File: config.mk
export PLATFORM = sky130hd
export DESIGN_NAME = ctrl_pipe_n
export DESIGN_NICKNAME = d
export VERILOG_FILES = /design/src/rtl/ctrl_pipe_pkg.sv /design/src/rtl/ctrl_stage.sv /design/src/rtl/ctrl_pipe_n.sv
export SDC_FILE = /design/constraint.sdc
export NUM_CORES = 1
export LEC_CHECK = 0
export BUFFER_PORTS_ARGS = -buffer_cell sky130_fd_sc_hd__buf_2
export CORE_ASPECT_RATIO = 0.9
export CORE_UTILIZATION = 41
export DETAILED_ROUTE_END_ITERATION = 10
export GPL_ROUTABILITY_DRIVEN = 0
export PLACE_DENSITY = 0.74
export SETUP_SLACK_MARGIN = 0.1
export SLEW_MARGIN = 10
export SYNTH_ARGS = -nofsm -noshare
export SYNTH_HDL_FRONTEND = slang
export SYNTH_SLANG_ARGS = --single-unit
File: constraint.sdc
create_clock -name clk -period 1.25 [get_ports clk]
set_input_delay 0.125 -clock clk [delete_from_list [all_inputs] [get_ports clk]]
set_output_delay 0.125 -clock clk [all_outputs]
set_load 0.05 [all_outputs]
File: src/rtl/ctrl_pipe_pkg.sv
// ctrl_pipe_pkg: shared defaults and stage types for the post-decode control pipeline.
package ctrl_pipe_pkg;
    localparam int DEF_CW   = 8;
    localparam int DEF_NSTG = 3;
    localparam int DEF_MLAT = 4;
    typedef enum logic [1:0] {SEL_HOLD, SEL_LOAD, SEL_BUBBLE} stageSel_t;
    typedef struct packed {
        logic              valid;
        logic [DEF_CW-1:0] word;
    } stageRec_t;
endpackage

File: src/rtl/ctrl_stage.sv
// ctrl_stage: one pipeline register for a control word, with hold/load/bubble select.
module ctrl_stage
    import ctrl_pipe_pkg::*;
#(
    parameter int CW = DEF_CW
) (
    input  logic          clk,
    input  logic          reset,
    input  stageSel_t     sel,
    input  logic [CW-1:0] dCtrl,
    input  logic          dValid,
    output logic [CW-1:0] qCtrl,
    output logic          qValid
);
    always_ff @(posedge clk or negedge reset)
        if (!reset) begin
            qCtrl  <= '0;
            qValid <= 1'b0;
        end else if (sel == SEL_LOAD) begin
            qCtrl  <= dCtrl;
            qValid <= dValid;
        end else if (sel == SEL_BUBBLE) begin
            qCtrl  <= '0;
            qValid <= 1'b0;
        end
endmodule

File: src/rtl/ctrl_pipe_n.sv
// ctrl_pipe_n: NSTG-deep control-word pipeline after decode; multi-cycle ops hold E for MLAT cycles.
module ctrl_pipe_n
    import ctrl_pipe_pkg::*;
#(
    parameter int CW   = DEF_CW,
    parameter int NSTG = DEF_NSTG,
    parameter int MLAT = DEF_MLAT
) (
    input  logic               clk,
    input  logic               reset,
    input  logic [CW-1:0]      ctrl_d,
    input  logic               valid_d,
    input  logic               multi_d,
    input  logic               stall_d,
    input  logic               flush_e,
    output logic [NSTG*CW-1:0] ctrl_o,
    output logic [NSTG-1:0]    valid_o,
    output logic               busy_o,
    output logic               stall_o
);
    localparam int CNTW = $clog2(MLAT) + 1;
    logic [CNTW-1:0] cnt;
    logic            loadE;
    stageSel_t       eSel, mSel;
    assign busy_o  = |cnt;
    assign stall_o = busy_o;
    // Stall beats a multi op: nothing is accepted, so no counter start either.
    always_comb begin
        loadE = ~busy_o & valid_d & ~stall_d & ~flush_e;
        eSel  = busy_o ? SEL_HOLD : (loadE ? SEL_LOAD : SEL_BUBBLE);
        mSel  = busy_o ? SEL_BUBBLE : SEL_LOAD;
    end
    always_ff @(posedge clk or negedge reset)
        if (!reset)
            cnt <= '0;
        else if (loadE && multi_d)
            cnt <= CNTW'(MLAT - 1);
        else if (busy_o)
            cnt <= cnt - 1'b1;
    for (genvar i = 0; i < NSTG; i++) begin : g_stg
        if (i == 0) begin : g_e
            ctrl_stage #(.CW(CW)) u_stage (
                .clk(clk), .reset(reset), .sel(eSel), .dCtrl(ctrl_d), .dValid(1'b1),
                .qCtrl(ctrl_o[i*CW +: CW]), .qValid(valid_o[i])
            );
        end else begin : g_n
            ctrl_stage #(.CW(CW)) u_stage (
                .clk(clk), .reset(reset), .sel((i == 1) ? mSel : SEL_LOAD),
                .dCtrl(ctrl_o[(i-1)*CW +: CW]), .dValid(valid_o[i-1]),
                .qCtrl(ctrl_o[i*CW +: CW]), .qValid(valid_o[i])
            );
        end
    end
endmodule

==> out/results.tsv <==
metric	value	unit
area_growth	39.0	%
path_buf_inv	3	
vias_per_cell	4.82	
firstDrtPassIters	4	
tightest_slew	0.663	ns
synthCells	69	
start_util	0.434	
yosysTopAreaCell	dfrtp_1	
core_area	2450	sq um
crit_path_top_delay_cell	dfrtp_1	
cp_top_family	flip-flops	
die_h	50.3	um
grt_pass1_wl	3.17	mm
max_stage_delay	0.40	ns
final_common_cell	buf_2	
path_max_fanout	3	
hp-class	in2reg	
violations	negative setup slack	
dp_hpwl	1.23	mm
period_needed	1.45	ns
path_clk_slew	0.09	ns
cp_data_arrival_time	1.32	ns
drtIter0Drc	3	
required	1.12	ns
ios	43	
finalCoreUtilization	0.604	
cts_max_path_buffers	2	
seq_area_frac_synth	0.707	
synth.area.top_cells	dfrtp_1 71%, a22o_1 6.6%, and2_1 5.9%, buf_4 3.5%, ha_1 2.4%	
grt_pass1_vias	731	
cts_tree	yes	
drtAntennaViolNets	0	
post-place-ws	-0.160	ns
antenna_found_initial	0	
setup_viol	16	
die-area	2800	sq um
ir_worst_vdd	1.53	mV
crit_type	reg2out	
fin_worst_skew	0.00439	ns
relSlewSlack	0.558	
overflow	0	
p_total	3.52	mW
drt_wl_total	2.02	mm
startpoint_type	flop	
path_cells	inv_2 -> ha_4 -> nor2b_4 -> inv_6 -> buf_8	
power_density	2390	nW/um^2
p_leak	0.846	nW
syn_area_per_cell	15.4	sq um
worst_slack	-0.195	ns
synth_top_area_share	0.707	
drc	0	
final_cells	154	
final-hold-violation-count	0	
vias	743	
clockRootBuffer	clkbuf_4	
rsz0062_at_grt	true	
drive_above_1_share	0.595	
gr-usage-all-layers	0.156	
final_cell_mix	39 x buf_2, 30 x dfrtp_1, 9 x and2_1, 9 x buf_4, 8 x a22o_1	
final_min_period_over_clock_period	1.16	
cts_buffers	5	
outcome	finished with violations	
nets	142	
antenna_cells	0	
drv_slew	0	
rows	17	
grt_max_degree	31	
max_freq	0.692	GHz
placedCellCount	136	
post_drt_wl_per_cell	13.1	um
fin_setup_tns	-1.30	ns
clock_latency	0.31	ns
end_kind	output port	
port_buffers	42	
cap_violations	0	
yosys.cell_types.count	16	
die_w	55.7	um
syn_area	1060	sq um
synth_seq_cells	30	
cts.sinks	30	
yosysWarningCount	0	
synth_nets	85	
h-tree-depth	2	
-- worst paths after layout --
check,from,end,slack (ns),cells after the start
worst min-delay path,ctrl_d[6],g_stg[0].g_e.u_stage.qCtrl[6],0.03,2
min in group asynchronous,reset,g_stg[0].g_e.u_stage.qCtrl[0],0.37,2
worst max register to register,cnt[1],g_stg[0].g_e.u_stage.qCtrl[1],-0.09,6
worst min register to register,g_stg[1].g_n.u_stage.qCtrl[5],g_stg[2].g_n.u_stage.qCtrl[5],0.38,0
max in group asynchronous,reset,g_stg[2].g_n.u_stage.qCtrl[4],0.44,2
worst max-delay path,cnt[1],stall_o,-0.20,5
-- sequential cells by signal, indices dropped and copies added (netlist names) --
| name | flops |
|---|---|
| g_stg.g_n.u_stage.qCtrl | 16 |
| g_stg.g_e.u_stage.qCtrl | 8 |
| cnt | 3 |
| g_stg.g_n.u_stage.qValid | 2 |
| g_stg.g_e.u_stage.qValid | 1 |
-- cell usage after synthesis, drive strengths merged --
master and n:
a21oi 2, a211oi 2, nor2 1, nor3b 1, dfrtp 30, mux2 1, ha 2, inv 3
nor2b 1, a22o 8, a21o 1, and2 10, buf 7
-- worst register-to-register path: cells and delay by family, from the launching register on --
family / cells / cell delay, ns
AOI/OAI and AO/OA: 1 / 0.23
adders and majority gates: 1 / 0.14
buffers and inverters: 3 / 0.31
DFF: 1 / 0.40
and+or+nand+nor: 1 / 0.18
-- metal layers --
layer,wire [um],part of all wire,vias to the layer above,global-route usage
met1,786,0.39,356,0.178
met3,133,0.066,7,0.0515
met2,1040,0.51,33,0.257
li1,-,-,347,-
met4,60,0.030,0,0.0917
met5,0,0,-,0
-- where the power goes --
group | total [mW] | internal, mW | switching (mW) | leakage [nW]
clock network | 0.505 | 0.202 | 0.303 | 0.0308
logic | 1.72 | 0.689 | 1.03 | 0.405
registers | 1.30 | 1.16 | 0.132 | 0.409
-- kinds of logic (layout without fill, tap and decap cells) --
group | count (synthesis) | in the layout | share of synthesized area
adders and majority gates | 2 | 2 | 0.0236
AOI/OAI and AO/OA | 13 | 13 | 0.0966
DFF | 30 | 30 | 0.707
buffers and inverters | 10 | 66 | 0.0754
muxes | 1 | 1 | 0.0106
and+or+nand+nor | 13 | 14 | 0.0872
-- per-stage QoR --
step	hold WS [ns]	instance area (sq um)
6_report	0.0259	1480
5_1_grt	0.0173	1480
4_1_cts	0.0164	1430
3_5_place_dp	0.188	1280
3_3_place_gp	0.171	1280
2_1_floorplan	-0.171	1080
-- cell type report --
type | instances | area [sq um]
flip-flops and latches | 30 | 751
repair buffers | 56 | 355
clock buffers | 5 | 37.5
clock inverters | 2 | 10.0
inverters | 3 | 16.3
multi-input cells | 30 | 272
fillers | 206 | 970
well taps | 28 | 35.0
-- repair_timing --
item,in CTS,in global routing
gates cloned,1,1
hold endpoints to repair,30,0
setup endpoints to repair,23,24
buffers inserted,5,4
pin swaps,0,2
gates resized for setup,15,6
hold buffers,1,0
Note: power is estimated with default switching activity, not from simulation.
